[config.mk]
export PLATFORM = sky130hd
export DESIGN_NAME = rt_fpga_rst_seq
export DESIGN_NICKNAME = d
export VERILOG_FILES = /design/src/rtl/rt_fpga_rst_pkg.sv /design/src/rtl/rt_fpga_rst_debounce.sv /design/src/rtl/rt_fpga_rst_seq.sv
export SDC_FILE = /design/constraint.sdc
export NUM_CORES = 1
export LEC_CHECK = 0
export BUFFER_PORTS_ARGS = -buffer_cell sky130_fd_sc_hd__buf_2
export CORE_MARGIN = 2
export CORE_UTILIZATION = 41
export CTS_CLUSTER_SIZE = 10
export DETAILED_ROUTE_END_ITERATION = 12
export PLACE_DENSITY = 0.62
export SYNTH_ARGS = -nofsm -noshare
export SYNTH_HDL_FRONTEND = slang
export SYNTH_HIERARCHICAL = 1
export SYNTH_SLANG_ARGS = --single-unit
[constraint.sdc]
create_clock -name clk_i -period 1.55 [get_ports clk_i]
set_input_delay 0.0775 -clock clk_i [delete_from_list [all_inputs] [get_ports clk_i]]
set_output_delay 0.0775 -clock clk_i [all_outputs]
set_load 0.005 [all_outputs]
[src/rtl/rt_fpga_rst_pkg.sv]
// rt_fpga_rst_pkg: shared state encoding, cause bit layout and width helper for the reset sequencer
package rt_fpga_rst_pkg;
  typedef enum logic [1:0] {ASSERT, RELEASE, RUN} rst_state_e;
  localparam int CAUSE_POR  = 0;
  localparam int CAUSE_LOCK = 1;
  localparam int CAUSE_BTN  = 2;
  localparam int CAUSE_SW   = 3;
  localparam int CAUSE_W    = 4;
  function automatic int cw(input int n);
    return n > 1 ? $clog2(n) : 1;
  endfunction
endpackage

[src/rtl/rt_fpga_rst_debounce.sv]
// rt_fpga_rst_debounce: 2-flop synchroniser plus stable-level debounce for the board button
module rt_fpga_rst_debounce
  import rt_fpga_rst_pkg::*;
#(
  parameter int CYCLES = 1024
) (
  input  logic clk,
  input  logic rst,
  input  logic din,
  output logic db,
  output logic rise
);
  localparam int CW = cw(CYCLES);
  logic [1:0] sync;
  logic [CW-1:0] cnt;
  logic flip;
  assign flip = (sync[1] != db) && cnt == CW'(CYCLES - 1);
  assign rise = flip & sync[1];
  always_ff @(posedge clk) begin
    if (rst) begin
      sync <= '0;
      cnt  <= '0;
      db   <= 1'b0;
    end else begin
      sync <= {sync[0], din};
      cnt  <= (sync[1] == db || flip) ? '0 : cnt + 1'b1;
      if (flip) db <= sync[1];
    end
  end
endmodule

[src/rtl/rt_fpga_rst_seq.sv]
// rt_fpga_rst_seq: qualifies PLL lock, button and software reset, then releases staggered active-low resets
module rt_fpga_rst_seq
  import rt_fpga_rst_pkg::*;
#(
  parameter int NUM_RST_OUT     = 2,
  parameter int MIN_ASSERT      = 64,
  parameter int RELEASE_GAP     = 16,
  parameter int DEBOUNCE_CYCLES = 1024
) (
  input  logic                   clk_i,
  input  logic                   rst_i,
  input  logic                   locked_i,
  input  logic                   btn_rst_i,
  input  logic                   sw_rst_req_i,
  input  logic                   cause_clr_i,
  output logic [NUM_RST_OUT-1:0] rst_no,
  output logic                   rst_done_o,
  output logic [CAUSE_W-1:0]     rst_cause_o
);
  localparam int AW = cw(MIN_ASSERT);
  localparam int GW = cw(RELEASE_GAP);
  localparam int IW = cw(NUM_RST_OUT);
  rst_state_e state, state_n;
  logic [1:0] lsync;
  logic btn_db, btn_rise, ok, abort, done_n;
  logic [AW-1:0] acnt, acnt_n;
  logic [GW-1:0] gcnt, gcnt_n;
  logic [IW-1:0] idx, idx_n;
  logic [NUM_RST_OUT-1:0] rel_n;
  logic [CAUSE_W-1:0] cause_set;

  rt_fpga_rst_debounce #(.CYCLES(DEBOUNCE_CYCLES)) u_btn (
    .clk (clk_i),
    .rst (rst_i),
    .din (btn_rst_i),
    .db  (btn_db),
    .rise(btn_rise)
  );

  assign ok    = lsync[1] & ~btn_db;
  assign abort = ~ok | sw_rst_req_i;

  always_comb begin
    state_n = state;
    acnt_n  = '0;
    gcnt_n  = '0;
    idx_n   = idx;
    rel_n   = rst_no;
    done_n  = 1'b0;
    if (state == ASSERT) begin
      rel_n  = '0;
      acnt_n = abort ? '0 : acnt + 1'b1;
      if (!abort && acnt == AW'(MIN_ASSERT - 1)) begin
        state_n = RELEASE;
        acnt_n  = '0;
        idx_n   = '0;
        rel_n   = NUM_RST_OUT'(1);
      end
    end else if (abort) begin
      state_n = ASSERT;
      rel_n   = '0;
    end else if (state == RELEASE) begin
      gcnt_n = gcnt + 1'b1;
      if (gcnt == GW'(RELEASE_GAP - 1)) begin
        gcnt_n = '0;
        // releases are strictly in order, so rst_no is a thermometer code
        if (idx < IW'(NUM_RST_OUT - 1)) begin
          idx_n = idx + 1'b1;
          rel_n = (rst_no << 1) | NUM_RST_OUT'(1);
        end else begin
          state_n = RUN;
          done_n  = 1'b1;
        end
      end
    end else begin
      done_n = 1'b1;
    end
  end

  always_comb begin
    cause_set             = '0;
    cause_set[CAUSE_LOCK] = lsync[1] & ~lsync[0];
    cause_set[CAUSE_BTN]  = btn_rise;
    cause_set[CAUSE_SW]   = sw_rst_req_i;
  end

  always_ff @(posedge clk_i) begin
    if (rst_i) begin
      state       <= ASSERT;
      lsync       <= '0;
      acnt        <= '0;
      gcnt        <= '0;
      idx         <= '0;
      rst_no      <= '0;
      rst_done_o  <= 1'b0;
      rst_cause_o <= CAUSE_W'(1 << CAUSE_POR);
    end else begin
      state       <= state_n;
      lsync       <= {lsync[0], locked_i};
      acnt        <= acnt_n;
      gcnt        <= gcnt_n;
      idx         <= idx_n;
      rst_no      <= rel_n;
      rst_done_o  <= done_n;
      rst_cause_o <= (cause_clr_i ? '0 : rst_cause_o) | cause_set;
    end
  end
endmodule
==> metrics.csv <==
stage,metric,value,unit
synth,Netlist Area Pre-Place,0.00140,mm2
clocking,CTS H-Tree Depth,2,
critical_path,CP Class,primary input to register,
floorplan,die height,62.5,um
floorplan,I/O Pins,13,
route,Initial DRC Count,35,
route,Routed WL,2550,um
critical_path,Worst setup EP type,register,
sta,Layout Skew,8.11,ps
synth,async set-reset flop share out of synthesis,0,%
pwr,Switch Pwr,0.000313,W
global_routing,GRT Total Usage,14.9,%
pwr,Peak VDD IR,0.000611,V
global_routing,GRT overflow,0,
clocking,Resize count post-CTS,0,
route,Post-route DRC,0,
clocking,CTS Buf Count,5,
synth,Post-Syn Instances,146,
sta,Setup TNS Final,0,ps
place,Final HPWL DP,1840,um
sta,Final Critical Period,1510,ps
pwr,total chip power,0.00142,W
global_routing,largest net degree at the start of global routing,14,
sta,endpoints failing hold,0,
place,Area after DPL,0.00155,mm2
final_layout,share of post-route cells with drive strength above 1,20.1,%
min_path,Hold Crit Class,primary input to register,
synth,"Seq/Total Area, Yosys",50.0,%
synth,number of synthesized register bits,35,
synth,Synth Flop Type,dfxtp_1,
synth,syn_nets,155,
floorplan,Core Rows,21,
pwr,Power Density,869,mW/mm2
critical_path,startpoint types,primary input,
synth,ranking of synthesized cells by area,"dfxtp_1 50%, nor2_1 4.3%, xor2_1 3.8%",
final_layout,Multi-input gate area,654,um2
synth,Post-synth EDFFs,0,
critical_path,crit-path max FO,4,
synth,Synth cell types,44,
status,outcome,finished clean,
pwr,Pint,0.00111,W
floorplan,Core Area,0.00331,mm2
global_routing,vias in the first global route,1089,
place,Port Buffers,12,
floorplan,chip width,62.5,um
critical_path,WP data required,1830,ps
synth,post-synth top area cell,dfxtp_1,
pwr,Net Sw Frac,21.9,%
clocking,CTS clock-pin slew for the worst setup and hold paths,100,ps
global_routing,global-route wire length before repair,4620,um
pwr,Leak,0.591,nW
synth,Post-Syn Area per Cell,9.60,um2
clocking,Root Buffer,clkbuf_4,
synth,most frequent cell after synthesis,dfxtp_1,
route,via density per instance,5.06,
final_layout,final instance area,0.00164,mm2
synth,Synth top cells by count,"35 x dfxtp_1, 16 x nor2_1, 8 x a21oi_1, 8 x nand3_1, 7 x inv_1",
pwr,Seq pwr share,64.2,%
sta,final setup fails,0,
floorplan,Die Area,0.00390,mm2
route,Routed WL per cell,11.6,um
route,"antenna viol nets, final",0,
critical_path,CP arrival,1790,ps
sta,worst slew pin tran,391,ps
clocking,CTS Buffer Depth,2,
final_layout,flip-flop and latch area,701,um2
clocking,Num Clock Sinks,35,
route,via count,1113,
sta,final worst path period share,97.7,%
pwr,Gate power share,3.3,%
sta,Max-slew headroom,73.9,%
clocking,CTS tree,built,
sta,fmax,661,MHz
place,GPL Wtd Cong,0.742,
floorplan,Initial Util,42.3,%
final_layout,nets,182,
job,maxcap violations,0,
final_layout,antenna diode count,0,
pwr,clock network power share,32.5,%
synth,Syn. warnings,6,
sta,"Slew Viols, Final",0,
clocking,clk_lat worst skew,340,ps
route,drt pass-1 iters,4,
final_layout,Synth-to-Final Area Change,17.0,%
final_layout,Fill cells,345,
global_routing,initial antenna violation count,0,
synth,Yosys top cell area share,50.0,%
[cell usage in the layout (no fill, tap or decap), types with 2 or more instances in the layout]
cell type	instances
a21oi_1	8
ha_1	3
buf_2	12
xnor2_1	3
nand2_1	6
dlygate4sd3_1	3
nor4b_1	2
inv_1	7
nand4_1	2
clkbuf_1	2
nand3_1	8
nor2_1	16
nor3_1	4
or3_1	4
xor2_1	6
dfxtp_1	35
o21ai_0	5
o31ai_1	2
nor2b_1	2
clkbuf_4	5
buf_4	8
a31oi_1	2
nand2b_1	5
[area by class of cell]
cell class | count | area share, %
sequential | 35 | 42.7
multi-input combinational | 101 | 39.9
timing repair buffer | 23 | 9.16
tap | 46 | 3.51
clock buffer | 7 | 2.75
inverter | 7 | 1.60
clock inverter | 1 | 0.305
[power groups by stage]
stage	logic (W)	clock network, W	registers [W]
floorplan	0.0000225	0	0.000935
global placement	0.0000398	0	0.000935
detailed placement	0.0000417	0	0.000936
CTS	0.0000476	0.000477	0.000915
global route	0.0000530	0.000532	0.000917
finish	0.0000470	0.000462	0.000915
[sequential cells by signal, summed over array words and instances, names as in the netlist]
name / count
state: 2
lsync: 2
rst_cause_o: 4
u_btn/db: 1
rst_done_o: 1
idx: 1
acnt: 6
u_btn/cnt: 10
gcnt: 4
u_btn/sync: 2
rst_no: 2
[routing by layer]
| metal | global-route usage (%) | up-vias | wire length (um) |
|---|---|---|---|
| met1 | 17.9 | 517 | 1250 |
| li1 | - | 570 | - |
| met5 | 0 | - | 0 |
| met4 | 10.0 | 0 | 72 |
| met3 | 3.96 | 10 | 85 |
| met2 | 23.4 | 16 | 1150 |
[per-stage QoR]
stage	std cells	hold WS (ps)	utilization (%)	worst slack, ps
after CTS	219	81.2	49.3	39.0
final	220	83.5	49.5	36.0
after global placement	208	283	46.9	142
after detailed placement	208	296	46.9	113
after floorplan	146	149	-	29.5
after global routing	220	97.1	49.5	-0.264
[logic make-up after synthesis]
kind of cell	after synthesis	synth area share [%]
and+or+nand+nor	63	25.9
DFF	35	50.0
AOI/OAI and AO/OA	25	11.8
buffers and inverters	10	3.30
xor gates and xnor gates	9	5.63
adders and majority gates	3	2.68
muxes	1	0.714
[critical path, stage by stage]
cell and delay, ps:
dlygate4sd3_1 530, buf_2 140, or4b_1 530, or3_4 410
nor2_2 100
[repair_timing]
action	4_1_cts	5_1_grt
hold buffers	3	0
buffers inserted	0	1
hold endpoints to repair	3	0
endpoints found under the setup margin	0	1
[path summary, 6_finish.rpt]
path	slack, ps	endpoint	startpoint	cells after the start
worst min register to register	450	gcnt[0]	gcnt[0]	1
worst min-delay path	80	lsync[1]	rst_i	3
worst max-delay path	40	gcnt[3]	sw_rst_req_i	5
worst max register to register	90	u_btn/cnt[6]	u_btn/cnt[1]	5
Note: power is estimated with default switching activity, not from simulation.
